$ cat config.mk
export PLATFORM = sky130hd
export DESIGN_NAME = if_id_queue
export DESIGN_NICKNAME = d
export VERILOG_FILES = /design/src/rtl/if_id_queue_pkg.sv /design/src/rtl/if_id_queue.sv
export SDC_FILE = /design/constraint.sdc
export NUM_CORES = 1
export LEC_CHECK = 0
export ABC_AREA = 1
export CORE_UTILIZATION = 58
export CTS_CLUSTER_DIAMETER = 30
export DETAILED_ROUTE_END_ITERATION = 6
export HOLD_SLACK_MARGIN = 0.15
export PLACE_DENSITY = 0.84
export SYNTH_ARGS = -nofsm -noshare
export SYNTH_HDL_FRONTEND = slang
export SYNTH_SLANG_ARGS = --single-unit
$ cat constraint.sdc
create_clock -name clk -period 12.1 [get_ports clk]
set_input_delay 1.21 -clock clk [delete_from_list [all_inputs] [get_ports clk]]
set_output_delay 1.21 -clock clk [all_outputs]
set_load 0.01 [all_outputs]
$ cat src/rtl/if_id_queue_pkg.sv
// Shared definitions for the fetch-to-decode instruction buffer.
// The field-split macros and STARTADDR are global so fetch, decode and
// benches all agree on the bus layout and the reset fetch address.

`ifndef IF_ID_QUEUE_PKG_SV
`define IF_ID_QUEUE_PKG_SV

// First PC issued by fetch after reset.
`define STARTADDR 32'h0000_0034

// Field split of the 64-bit {pc, inst} bus.
`define IF_ID_PC(bus)   (bus[63:32])
`define IF_ID_INST(bus) (bus[31:0])

package if_id_queue_pkg;

  localparam int unsigned PC_W        = 32;
  localparam int unsigned INST_W      = 32;
  localparam int unsigned IF_ID_BUS_W = PC_W + INST_W;

  typedef struct packed {
    logic [PC_W-1:0]   pc;
    logic [INST_W-1:0] inst;
  } if_id_t;

  // Build a {pc, inst} bus word.
  function automatic logic [IF_ID_BUS_W-1:0] if_id_pack(input logic [PC_W-1:0]   pc,
                                                        input logic [INST_W-1:0] inst);
    if_id_t e;
    e.pc   = pc;
    e.inst = inst;
    return e;
  endfunction

endpackage

`endif

$ cat src/rtl/if_id_queue.sv
// Instruction buffer between fetch and decode.
// Holds up to DEPTH {pc, inst} entries in arrival order and presents the
// oldest to decode. Occupancy is tracked by a separate count register so
// full/empty never depend on pointer comparison. A flush (redirect or
// exception) empties the queue in one cycle.

module if_id_queue
  import if_id_queue_pkg::*;
#(
  parameter int unsigned DEPTH = 4,
  parameter int unsigned PTR_W = $clog2(DEPTH)
) (
  input  logic                   clk,
  input  logic                   reset,

  // Fetch side
  input  logic                   IF_over,
  input  logic [IF_ID_BUS_W-1:0] IF_ID_bus,
  output logic                   push_ready,

  // Decode side
  input  logic                   ID_allow_in,
  output logic                   ID_valid,
  output logic [IF_ID_BUS_W-1:0] ID_bus,

  // Redirect / exception
  input  logic                   flush,

  // Status
  output logic [PTR_W:0]         count,
  output logic                   full,
  output logic                   empty
);

  localparam int unsigned CNT_W = PTR_W + 1;
  localparam logic [CNT_W-1:0] CntMax = CNT_W'(DEPTH);

  logic [IF_ID_BUS_W-1:0] mem_q [DEPTH];
  logic [PTR_W-1:0]       wp_q, wp_d;
  logic [PTR_W-1:0]       rp_q, rp_d;
  logic [CNT_W-1:0]       count_q, count_d;
  logic                   push, pop;

  // Status decoded from count only; push_ready has no path from ID_allow_in.
  always_comb begin
    full       = (count_q == CntMax);
    empty      = (count_q == '0);
    push_ready = ~full;
    ID_valid   = ~empty;
    count      = count_q;
    ID_bus     = mem_q[rp_q];
  end

  // Accepted handshakes; flush discards both.
  always_comb begin
    push = IF_over & push_ready & ~flush;
    pop  = ID_valid & ID_allow_in & ~flush;
  end

  // Next pointer and occupancy state; flush overrides push and pop.
  always_comb begin
    wp_d    = wp_q + PTR_W'(push);
    rp_d    = rp_q + PTR_W'(pop);
    count_d = count_q + CNT_W'(push) - CNT_W'(pop);
    if (flush) begin
      wp_d    = '0;
      rp_d    = '0;
      count_d = '0;
    end
  end

  // Pointer and count registers with synchronous reset taking priority.
  always_ff @(posedge clk) begin
    if (reset) begin
      wp_q    <= '0;
      rp_q    <= '0;
      count_q <= '0;
    end else begin
      wp_q    <= wp_d;
      rp_q    <= rp_d;
      count_q <= count_d;
    end
  end

  // Storage write; contents need no reset since count gates validity.
  always_ff @(posedge clk) begin
    if (push) begin
      mem_q[wp_q] <= IF_ID_bus;
    end
  end

  // Occupancy can never exceed the storage size.
  count_le_depth_a : assert property (@(posedge clk) disable iff (reset) count_q <= CntMax);

endmodule

### Word-level counts from Yosys, hierarchy flattened

Memories as Yosys holds them, arrays and structs flattened. A register that Yosys moved wholly into a read port is not among the register bits.
Cells that the tools add are included.

* equality and inequality tests: 1
* mux-type cells: 3
* bitwise gates (word level): 7
* add/subtract/negate cells: 4
* reductions and logical operators: 2

Operator list (number)
* 2-bit by 1-bit adder with 2-bit output: 2
* 1-bit AND: 4
* 3-bit by 1-bit adder with 3-bit output: 1
* 3-bit equality test, second input constant: 1
* 3-bit logical NOT: 1
* 1-bit inverter: 3
* 3-bit by 1-bit subtractor with 3-bit output: 1
* 1-bit two-way mux: 2
* 2-bit two-way mux: 1
* 2-bit OR reduction: 1

* word-level logic and storage cells: 21
* input port bits: 69
* output and inout port bits: 71
* RAM bits: 256
* flip-flop bits (word level): 7
* memories: 1

Memory list
* mem_q: words 4, width 64, rd ports 1, clocked after Yosys merged registers in 1, wr ports 1, RTL line if_id_queue.sv:38 `logic [IF_ID_BUS_W-1:0] mem_q [DEPTH];`

### Depth between registers and ports, before layout

* depth after elaboration: 6
* depth in mapped cells: 10
* mapped depth without buffers: 10

### Worst setup path after synthesis

No wires, ideal clock.

* path type: input port to flip-flop
* from: input port IF_over
* to: memory mem_q[0][0] (netlist name), enable pin
* setup time: 486 ps
* arrival time: 4169 ps
* buffers on the path: 0
* required time: 11614 ps
* path slack: 7445 ps
* stages: 4
* cell sequence: inv_1 -> nor2_1 -> nand2_1 -> nor2_1

* cells in the longest elaborated chain, start to end: 4

RTL lines
* start: declaration: RTL line if_id_queue.sv:17 `input logic IF_over,`
* 1-bit AND (2 in series): RTL line if_id_queue.sv:56 `push = IF_over & push_ready & ~flush;`
* 1-bit two-way mux: RTL line if_id_queue.sv:87 `if (push) begin`
* 1-bit two-way mux (not written as such): RTL line if_id_queue.sv:88 `mem_q[wp_q] <= IF_ID_bus;`
* end: declaration: RTL line if_id_queue.sv:38

Every way passes these cells.

==> impl_metrics.csv <==
group,metric,value,unit
sta,finalSetupViolCount,0,
cts,clk_pin_slew,0.05,ns
critical_path,worstPathRequired,10.89,ns
place,place.detailed.hpwl,10.9,mm
cts,cts_hold_buf,0,
power,p_sw,0.000430,W
sta,max_clock_freq,214,MHz
cells_and_area,drive_above_1_share,8.90,%
global_routing,grt_start_max_net_pins,92,
global_routing,grt_pass1_wl,33.4,mm
floorplanning,start_util,59.4,%
synthesis,yosys_warnings,0,
cells_and_area,final_cells,1074,
place,dpl_cell_area,11400,um2
power,intPower,0.00176,W
route,first_pass_iters,5,
floorplanning,die_area,17500,um2
global_routing,grt-ovfl-total,0,
cts,cts_setup_buffers,0,
worst_hold_path,hold_path_class,"flop to flop",
cells_and_area,final_area,12600,um2
route,detail-route-antenna-nets,0,
sta,slew_viol_final,0,
synthesis,yosys.cell_types.count,21,
synthesis,synthCells,682,
job,drv_cap,0,
global_routing,use_met1,30.4,%
synthesis,ys_seq_area_share,79.4,%
synthesis,ys_ff_latch,263,
global_routing,top_usage_layer,"met2",
power,switching_share,19.6,%
floorplanning,die_width,132,um
sta,rsz0062_at_grt,"no",
floorplanning,core,16600,um2
sta,tightest_slew,1.16,ns
place,dp.cells,1006,
cts,cts_tree,"yes",
critical_path,critical_path_class,"flop to primary output",
place,portBuffers,139,
sta,final.setup_skew,0.0252,ns
power,seqPwrFrac,46.6,%
critical_path,critPathMaxFanout,91,
power,power_density,173,nW/um2
power,max-vdd-ir-drop,0.150,mV
status,status,"complete, no violations",
floorplanning,num_io_pins,140,
route,wl_per_cell,19.9,um
critical_path,arrival,3.46,ns
power,comb_power_share,4.1,%
cells_and_area,antenna_cells,0,
route,vias,6256,
synthesis,syn_avg_cell_area,14.5,um2
global_routing,grt_usage,25.0,%
sta,period_needed,4.67,ns
critical_path,startpoint_type,"flop",
cts,worstSkewPairLatency,0.51,ns
route,avgViaCountPerCell,5.82,
cts,clock_sinks,263,
place,gp_congestion,0.761,
cells_and_area,syn_to_final_growth,28.2,%
critical_path,endpoint_kind,"primary output",
route,drcViolationCount,0,
sta,maxSlewHeadroom,22.7,%
synthesis,postSynthNetCount,754,
cts,cts_buffer_depth,3,
power,power.leakage,4.28,nW
cts,cts_made_buffers,38,
floorplanning,num_rows,47,
global_routing,grt_pass1_vias,6583,
cts,root_buffer,"clkbuf_16",
cells_and_area,utilization,76.2,%
power,clkPwrFrac,49.3,%
synthesis,syn_area,9860,um2
route,drt_iter0_drc,603,
global_routing,antenna_found_initial,0,
sta,tns,0,ns
global_routing,grt_util_met2,42.8,%
floorplanning,die_h,132,um
sta,hold_violations,0,
cts,ctsHtreeMaxLevel,2,
global_routing,grt_use_met3,5.54,%
cts,cts_resized,0,
route,wl,21.4,mm
sta,min_period_over_period,38.6,%
cells_and_area,final_nets,898,
-- cell usage in the layout, fill, tap and decap left out --
cell type	Yosys	final
clkbuf_16	0	39
dfxtp_2	0	1
ha_1	2	2
edfxtp_1	256	256
o22ai_1	64	64
dfxtp_1	7	5
a21oi_1	1	1
o21ai_1	46	46
clkbuf_1	21	5
nand3_1	2	2
clkdlybuf4s50_1	0	139
clkinv_1	0	2
dfxtp_4	0	1
nor2_4	0	4
inv_2	1	1
clkinv_2	0	8
clkinv_4	0	4
nor2_1	143	139
bufinv_16	0	5
xor2_1	1	1
clkinvlp_4	0	3
xnor2_1	1	1
inv_4	1	1
inv_6	0	2
inv_1	16	16
nand4_1	1	1
nand2_1	14	14
o21ai_0	83	83
fa_1	1	1
buf_4	7	7
-- synthesized netlist by cell type --
cell	n	area (um2)
inv_1	16	60.1
dfxtp_1	7	140
edfxtp_1	256	7690
buf_4	7	52.6
nand3_1	2	10.0
fa_1	1	20.0
buf_2	8	40.0
a21oi_1	1	5.00
ha_1	2	25.0
xor2_1	1	8.76
o21ai_1	46	230
inv_4	1	6.26
nor2_1	143	537
inv_2	1	3.75
xnor2_1	1	8.76
clkbuf_1	21	78.8
buf_6	6	67.6
nand2_1	14	52.6
nand4_1	1	6.26
o21ai_0	83	415
o22ai_1	64	400
-- routing by layer --
metal / wire [um] / part of all wire, %
met5: 0 / 0
met1: 8180 / 38
met4: 653 / 3.1
met3: 1540 / 7.2
met2: 11000 / 52
-- flip-flops by register name (all words and copies together) (netlist names) --
signal,cells
count,3
mem_q,256
rp_q,2
wp_q,2
-- per-stage QoR --
stage               hold WS, ns  worst slack, ns  total power (W)
floorplan                 0.518             7.45          0.00107
global placement          0.535             8.17          0.00112
detailed placement        0.558             8.09          0.00113
CTS                       0.578             7.54          0.00220
global route              0.652             7.32          0.00225
finish                    0.594             7.43          0.00219
-- cells by family after synthesis --
logic type / after synthesis / share of synthesized area, %
flip-flops: 263 / 79.4
XOR/XNOR: 2 / 0.178
AO/OA/AOI/OAI: 194 / 10.7
buffers and inverters: 60 / 3.14
adder cells (fa/ha/maj): 3 / 0.457
AND/OR/NAND/NOR: 160 / 6.14
-- layout make-up --
cell class	count	area, um2
clock buffers	44	995
flip-flops and latches	263	7830
multi-input cells	359	1750
inverters	18	70.1
repair buffers	146	1440
fillers	920	3950
well taps	220	275
clock inverters	24	273
-- critical path: stages (launching register included) --
cell,delay (ns)
dfxtp_4,0.53
inv_4,0.40
buf_4,0.80
o21ai_1,0.18
o22ai_1,0.30
clkdlybuf4s50_1,0.60
-- worst paths after layout --
check | endpoint | start | cells past startpoint | slack, ns
worst max-delay path | ID_bus[25] | rp_q[0]$_SDFF_PP0_ | 5 | 7.43
worst min-delay path | wp_q[1]$_SDFF_PP0_ | wp_q[1]$_SDFF_PP0_ | 2 | 0.59
worst max register to register | mem_q[1][20]$_DFFE_PP_ | count[1]$_SDFF_PP0_ | 7 | 9.22
worst min register to register | wp_q[1]$_SDFF_PP0_ | wp_q[1]$_SDFF_PP0_ | 2 | 0.59
-- power groups by stage --
stage	clock, W	sequential, W	combinational (W)
2_1_floorplan	0	0.00104	0.0000275
3_3_place_gp	0	0.00104	0.0000855
3_5_place_dp	0	0.00104	0.0000885
4_1_cts	0.00109	0.00102	0.0000900
5_1_grt	0.00113	0.00102	0.0000958
6_report	0.00108	0.00102	0.0000898
(Power assumes the default switching activity.)
